`config.mk`:
```
export PLATFORM = sky130hd
export DESIGN_NAME = quadra_pipe
export DESIGN_NICKNAME = d
export VERILOG_FILES = /design/src/rtl/quadra_pipe_pkg.sv /design/src/rtl/quadra_pipe_square.sv /design/src/rtl/quadra_pipe.sv
export SDC_FILE = /design/constraint.sdc
export NUM_CORES = 1
export LEC_CHECK = 0
export CORE_MARGIN = 10
export CORE_UTILIZATION = 35
export CTS_BUF_LIST = sky130_fd_sc_hd__clkbuf_8 sky130_fd_sc_hd__clkbuf_16
export DETAILED_ROUTE_END_ITERATION = 8
export REMOVE_ABC_BUFFERS = 1
export SYNTH_ARGS = -nofsm -noshare
export SYNTH_HDL_FRONTEND = slang
export SYNTH_SLANG_ARGS = --single-unit
```
`constraint.sdc`:
```
create_clock -name clk -period 11.1 [get_ports clk]
set_input_delay 2.22 -clock clk [delete_from_list [all_inputs] [get_ports clk]]
set_output_delay 2.22 -clock clk [all_outputs]
set_load 0.01 [all_outputs]
```
`src/rtl/quadra_pipe_pkg.sv`:
```
// Shared widths, payload bundles and result helpers for the quadratic pipe.
package quadra_pipe_pkg;

  localparam int OP_MAX   = 32;
  localparam int PROD_MAX = 64;
  localparam int TAG_MAX  = 16;

  // Operands are carried sign-extended to a fixed width.
  typedef struct packed {
    logic [OP_MAX-1:0]  x2;
    logic [OP_MAX-1:0]  a;
    logic [OP_MAX-1:0]  b;
    logic [OP_MAX-1:0]  c;
    logic [TAG_MAX-1:0] tag;
  } s1_pay_t;

  typedef struct packed {
    logic [PROD_MAX-1:0] a;
    logic [PROD_MAX-1:0] pb;
    logic [PROD_MAX-1:0] pc;
    logic [TAG_MAX-1:0]  tag;
  } s2_pay_t;

  function automatic int calc_sw(
    input int a_w,
    input int b_w,
    input int c_w,
    input int x2_w
  );
    int m;
    m = a_w;
    if (b_w + x2_w > m) m = b_w + x2_w;
    if (c_w + 2*x2_w + 1 > m) m = c_w + 2*x2_w + 1;
    return m + 2;
  endfunction

  function automatic logic signed [63:0] y_max(input int yw);
    return (64'sd1 <<< (yw - 1)) - 64'sd1;
  endfunction

  function automatic logic signed [63:0] y_min(input int yw);
    return -(64'sd1 <<< (yw - 1));
  endfunction

  function automatic logic sum_ovf(
    input logic signed [63:0] s,
    input int                 yw
  );
    return (s > y_max(yw)) || (s < y_min(yw));
  endfunction

  function automatic logic signed [63:0] sat_y(
    input logic signed [63:0] s,
    input int                 yw,
    input int                 sat
  );
    if (sat != 0 && s > y_max(yw)) return y_max(yw);
    if (sat != 0 && s < y_min(yw)) return y_min(yw);
    return s;
  endfunction

endpackage

```
`src/rtl/quadra_pipe_square.sv`:
```
// Registered signed square with valid pass-through; result is unsigned.
module pipe_square #(
  parameter int W = 8
) (
  input  logic           clk,
  input  logic           rst,
  input  logic           i_en,
  input  logic           i_valid,
  input  logic signed [W-1:0] i_x,
  output logic           o_valid,
  output logic [2*W-1:0] o_sq
);

  // (-2^(W-1))^2 = 2^(2W-2) still fits 2W bits.
  logic signed [2*W-1:0] w_p;
  logic                  r_valid;
  logic [2*W-1:0]        r_sq;

  assign w_p = i_x * i_x;

  always_ff @(posedge clk or posedge rst) begin
    if (rst) r_valid <= 1'b0;
    else if (i_en) r_valid <= i_valid;
  end

  always_ff @(posedge clk) begin
    if (i_en && i_valid) r_sq <= $unsigned(w_p);
  end

  assign o_valid = r_valid;
  assign o_sq    = r_sq;

endmodule

```
`src/rtl/quadra_pipe.sv`:
```
// Three-stage y = a + b*x2 + c*x2^2 with valid/ready and saturation.
module quadra_pipe
  import quadra_pipe_pkg::*;
#(
  parameter int X2_W  = 8,
  parameter int A_W   = 16,
  parameter int B_W   = 12,
  parameter int C_W   = 12,
  parameter int Y_W   = 16,
  parameter int TAG_W = 4,
  parameter int SAT   = 1
) (
  input  logic                    clk,
  input  logic                    rst,
  input  logic                    in_valid,
  output logic                    in_ready,
  input  logic signed [X2_W-1:0]  in_x2,
  input  logic signed [A_W-1:0]   in_a,
  input  logic signed [B_W-1:0]   in_b,
  input  logic signed [C_W-1:0]   in_c,
  input  logic [TAG_W-1:0]        in_tag,
  output logic                    out_valid,
  input  logic                    out_ready,
  output logic signed [Y_W-1:0]   out_y,
  output logic                    out_ovf,
  output logic [TAG_W-1:0]        out_tag
);

  localparam int SW   = calc_sw(A_W, B_W, C_W, X2_W);
  localparam int SQ_W = 2 * X2_W;
  localparam int PB_W = B_W + X2_W;
  localparam int PC_W = C_W + 2*X2_W + 1;

  logic                   w_s1_valid;
  logic [SQ_W-1:0]        w_sq;
  s1_pay_t                r_s1;
  logic                   r_s2_valid;
  s2_pay_t                r_s2;
  logic                   r_out_valid;
  logic signed [Y_W-1:0]  r_out_y;
  logic                   r_out_ovf;
  logic [TAG_W-1:0]       r_out_tag;

  logic                   w_s3_ready;
  logic                   w_s2_ready;
  logic                   w_s1_adv;
  logic signed [PB_W-1:0] w_pb;
  logic signed [PC_W-1:0] w_pc;
  logic signed [SW-1:0]   w_sum;
  logic signed [63:0]     w_sum64;

  // Ready ripples back combinationally so a full pipe still streams.
  assign w_s3_ready = !r_out_valid || out_ready;
  assign w_s2_ready = !r_s2_valid || w_s3_ready;
  assign w_s1_adv   = w_s1_valid && w_s2_ready;
  assign in_ready   = !w_s1_valid || w_s1_adv;

  pipe_square #(
    .W (X2_W)
  ) u_sq (
    .clk     (clk),
    .rst     (rst),
    .i_en    (in_ready),
    .i_valid (in_valid),
    .i_x     (in_x2),
    .o_valid (w_s1_valid),
    .o_sq    (w_sq)
  );

  always_ff @(posedge clk) begin
    if (in_ready && in_valid) begin
      r_s1.x2  <= OP_MAX'(in_x2);
      r_s1.a   <= OP_MAX'(in_a);
      r_s1.b   <= OP_MAX'(in_b);
      r_s1.c   <= OP_MAX'(in_c);
      r_s1.tag <= TAG_MAX'(in_tag);
    end
  end

  assign w_pb = PB_W'($signed(r_s1.b) * $signed(r_s1.x2));
  assign w_pc = PC_W'($signed(r_s1.c) * $signed({1'b0, w_sq}));

  always_ff @(posedge clk or posedge rst) begin
    if (rst) r_s2_valid <= 1'b0;
    else if (w_s2_ready) r_s2_valid <= w_s1_valid;
  end

  always_ff @(posedge clk) begin
    if (w_s1_adv) begin
      r_s2.a   <= PROD_MAX'($signed(r_s1.a));
      r_s2.pb  <= PROD_MAX'(w_pb);
      r_s2.pc  <= PROD_MAX'(w_pc);
      r_s2.tag <= r_s1.tag;
    end
  end

  assign w_sum = SW'($signed(r_s2.a)
               + $signed(r_s2.pb)
               + $signed(r_s2.pc));
  assign w_sum64 = 64'(w_sum);

  always_ff @(posedge clk or posedge rst) begin
    if (rst) begin
      r_out_valid <= 1'b0;
      r_out_y     <= '0;
      r_out_ovf   <= 1'b0;
      r_out_tag   <= '0;
    end else if (w_s3_ready) begin
      r_out_valid <= r_s2_valid;
      if (r_s2_valid) begin
        r_out_y   <= Y_W'(sat_y(w_sum64, Y_W, SAT));
        r_out_ovf <= sum_ovf(w_sum64, Y_W);
        r_out_tag <= TAG_W'(r_s2.tag);
      end
    end
  end

  assign out_valid = r_out_valid;
  assign out_y     = r_out_y;
  assign out_ovf   = r_out_ovf;
  assign out_tag   = r_out_tag;

endmodule

```
### Yosys cells after proc, flatten, opt, wreduce, memory -nomap -nowiden

Index checks and enable logic that the tools add are counted.

* $lt $le $gt $ge: 2
* reductions and logical operators: 10
* muxes and demuxes: 11
* multipliers: 3
* $add $sub $neg: 2

Operators with widths (count)
* two-way mux 16 bit: 4
* adder 21 x 29 -> 30 bit: 1
* > comparator 30 x 16 -> 1 bit (second input constant): 1
* less-than comparator 30 x 16 -> 1 bit (second input constant): 1
* multiplier 12 x 17 -> 29 bit: 1
* adder 16 x 20 -> 21 bit: 1
* multiplier 12 x 8 -> 20 bit: 1
* multiplier 8 x 8 -> 16 bit: 1
* two-way mux 1 bit: 7
* logical OR 1 bit: 4
* zero test 1 bit: 3
* logical AND 1 bit: 2
* AND reduction 2 bit: 1

* input port bits: 56
* register bits after elaboration: 161
* output and inout port bits: 23
* logic and storage cells: 44

### Longest topological paths before layout

* depth after elaboration: 11
* depth in mapped cells: 24

### Modules after synthesis

Synthesis repeated with hierarchy kept, for this count alone.

* cell total of the unflattened synthesis: 1876
* area, all modules: 19289.8 µm²

Modules (own cells, without submodules)
* quadra_pipe: area each 16649.7 µm², cells each 1602, times used 1
* pipe_square: area each 2640.0 µm², cells each 274, times used 1

### Least setup slack after synthesis

Ideal clock, no wire load.

* kind: input -> register
* start point: input in_x2[7]
* end point: register u_sq.r_sq[14], in the netlist u_sq.o_sq[14], data pin
* required time: 10.842 ns
* slack: 4.606 ns
* stages: 19
* arrival: 6.237 ns
* cell sequence: clkbuf_1 > and2_1 > fa_1 > fa_1 > fa_1 > inv_1 > fa_1 > inv_1 > ha_1 > inv_1 > o21ai_0 > and2_1 > o21ai_0 > nand2b_1 > a21o_1 > a21o_1 > a21o_1 > a21oi_1 > xnor2_1

* longest elaborated chain between the ends: 1

RTL lines
* start: declaration: RTL line quadra_pipe.sv:17 `input logic signed [X2_W-1:0] in_x2,`
* multiplier 8 x 8 -> 16 bit: RTL line quadra_pipe_square.sv:19 `assign w_p = i_x * i_x;`
* named net u_sq.w_p[14]: RTL line quadra_pipe_square.sv:15 `logic signed [2*W-1:0] w_p;`
* end signal: assignment: RTL line quadra_pipe_square.sv:27 `if (i_en && i_valid) r_sq <= $unsigned(w_p);`
* end: declaration: RTL line quadra_pipe_square.sv:17 `logic [2*W-1:0] r_sq;`

The timed path passes the listed nets, and every way through them passes these cells.
A chain may end at the register's enable or synchronous reset.

### Worst setup path in the final report

* start point: input in_x2[7]
* end point: register u_sq.r_sq[15], in the netlist u_sq.o_sq[15], data pin

The elaborated chain is that of the path after synthesis.

==> results.sh <==
export IMPL_cts_tree="built"
export IMPL_slew_violations=0
export IMPL_synth_fa_ha_area_frac=0.432
export IMPL_antenna_cells=0
export IMPL_hp_start="r_s1[95]"
export IMPL_setup_violations=0
export IMPL_hold_path_class="flip-flop to flip-flop"
export IMPL_synth_top_family_by_area="adder cells"
export IMPL_grt_pass1_wl_mm=63.8
export IMPL_cts_sinks=159
export IMPL_final_common_cell="inv_1"
export IMPL_post_cts_repair_setup_buffers=0
export IMPL_grt_pass1_vias=12658
export IMPL_synthXorXnorAreaFrac=0.0401
export IMPL_period_share=0.616
export IMPL_cap_violations=0
export IMPL_antenna_found_initial=0
export IMPL_htreeDepth=4
export IMPL_grt_util_all_layers=0.124
export IMPL_dieArea_um2=62600
export IMPL_fillCellCount=5075
export IMPL_ant_nets=0
export IMPL_synth_top_area_frac=0.314
export IMPL_reg2reg_from="r_s1[17]"
export IMPL_cts_buffer_depth=2
export IMPL_cts_made_buffers=17
export IMPL_synth_distinct_cells=63
export IMPL_globalRoute_totalOverflow=0
export IMPL_core_area_um2=52600
export IMPL_yosysTopAreaCell="fa_1"
export IMPL_synthSimpleGateAreaFrac=0.126
export IMPL_wl_per_cell_um=14.8
export IMPL_grt_max_degree=70
export IMPL_port_buffers=78
export IMPL_finalNetCount=2346
export IMPL_yosys_most_used_dff="edfxtp_1"
export IMPL_cp_max_fo=17
export IMPL_cts_resized=0
export IMPL_critPathRequiredTime_ns=11.31
export IMPL_worstPathArrival_ns=7.05
export IMPL_r2r_cells=19
export IMPL_synth_edf_count=135
export IMPL_cts_hold_buf=0
export IMPL_start_kind="primary input"
export IMPL_skew_ns=0.0155
export IMPL_postSynthAreaPerCell_um2=10.5
export IMPL_min_period_ns=6.84
export IMPL_post_dp_hpwl_mm=30.9
export IMPL_syn_inst=1769
export IMPL_path_clk_slew_ns=0.08
export IMPL_yosysWarnings=0
export IMPL_tns_ns=0
export IMPL_critPathCaptureType="flip-flop"
export IMPL_dieHeight_um=250
export IMPL_yosys_register_bits=159
export IMPL_synthArstFlopShare=0.151
export IMPL_fmax_mhz=146
export IMPL_mostFrequentLayoutCells="inv_1, fa_1, ha_1"
export IMPL_drt_wl_total_mm=37.5
export IMPL_rsz0062_at_grt="no"
export IMPL_num_vias=11928
export IMPL_hold_viol=0
export IMPL_cp_startpoint="in_x2[7]"
export IMPL_rows=84
export IMPL_clk_latency_ns=0.48
export IMPL_worstHoldPathCells=0
export IMPL_synth_mux_area_frac=0.00243
export IMPL_vias_per_cell=4.72
export IMPL_synth_compound_area_share=0.0680
export IMPL_run_status="completed"
export IMPL_place_congestion=0.846
export IMPL_syn_area_um2=18600
export IMPL_drc=0
export IMPL_maxSlewHeadroom=0.325
export IMPL_ys_seq_area_frac=0.251
export IMPL_die_x_um=250
export IMPL_worst_pin_slew_ns=1.01
export IMPL_first_pass_iters=5
export IMPL_drt_iter0_drc=496
export IMPL_critPathKind="primary input to flip-flop"
export IMPL_cts_root_buffer="clkbuf_16"
export IMPL_pin_count=79
export IMPL_final_layout_size_suffix_gt1_frac=0.0261
export IMPL_synth_top_cells_by_area="fa_1, edfxtp_1, ha_1"
export IMPL_syn_to_final_growth_pct=11.1
export IMPL_initial_utilization=0.353
-- cells in the mapped netlist, types with 5 or more instances --
cell type	instances
o21ai_0	44
nand3_1	11
nand2_1	168
fa_1	291
xor2_1	18
dfrtp_1	24
o22ai_1	16
a21oi_1	50
nor2b_1	16
clkbuf_1	47
edfxtp_1	135
nand4_1	5
nor3_1	8
ha_1	175
or3_1	8
xnor2_1	67
a21o_1	22
o21bai_1	7
nand2b_1	28
and2_1	148
inv_1	344
nor2_1	59
a41o_1	5
o21a_1	7
-- final cells by class --
cell class / count / area (um^2) / area share
Multi-Input combinational cell: 1220 / 12400 / 0.603
Sequential cell: 159 / 4650 / 0.226
Inverter: 344 / 1290 / 0.0626
Tap cell: 688 / 861 / 0.0417
Timing Repair Buffer: 82 / 811 / 0.0393
Clock buffer: 18 / 450 / 0.0218
Clock inverter: 14 / 123 / 0.00595
-- cell families after synthesis --
kind of cell             after synthesis
adder cells (fa/ha/maj)              466
AND/OR/NAND/NOR                      466
buffers and inverters                394
AO/OA/AOI/OAI                        193
flip-flops                           159
XOR/XNOR                              85
multiplexers                           4
other                                  2
-- worst paths after layout --
kind                                 end  slack, ns
setup / recovery           u_sq.o_sq[15]       4.26
setup reg to reg                r_s2[43]       4.83
hold / removal                 r_s2[159]       0.41
min in group asynchronous      out_y[15]       2.30
max in group asynchronous       out_y[1]       8.18
hold reg to reg                r_s2[159]       0.41
-- layer usage --
layer | share of wire | routed length, um | track usage | up-vias
met2 | 0.49 | 18200 | 0.205 | 197
met4 | 0.011 | 421 | 0.0351 | 0
met5 | 0 | 0 | 0 | -
met1 | 0.47 | 17500 | 0.165 | 6007
met3 | 0.035 | 1310 | 0.0193 | 23
li1 | - | - | - | 5701
-- worst max-delay path, cell delays in order --
cell and delay, ns:
clkdlybuf4s50_1 0.78, and2_1 0.26, fa_1 0.45, fa_1 0.51, fa_1 0.54, inv_1 0.05, fa_1 0.47, inv_1 0.04
ha_1 0.29, inv_1 0.07, o21ai_0 0.09, a21oi_1 0.22, o21bai_1 0.09, a21oi_1 0.22, nor2b_1 0.08, o21a_1 0.19
o41ai_1 0.35, xnor2_1 0.12
-- per-stage QoR --
step                      area [um^2]  instances  hold WS, ns  utilization  setup WS (ns)
after floorplan                 18400       1723        0.400            -           4.81
final                           20600       2525        0.411        0.392           4.26
after detailed placement        20000       2493        0.405        0.382           3.72
after global routing            20600       2525        0.410        0.392           3.95
after global placement          20000       2493        0.402        0.382           3.82
after CTS                       20600       2525        0.404        0.392           4.23
-- state kept, by name (all words and copies together), names as in the netlist --
name          cells
out_y            16
out_valid         1
out_tag           4
r_s2_valid        1
r_s2             69
r_s1             52
out_ovf           1
u_sq.o_valid      1
u_sq.o_sq        14
Power is left out: the tool's default activity adds up to more than one toggle a clock period on the data nets, which glitch-free logic cannot reach.
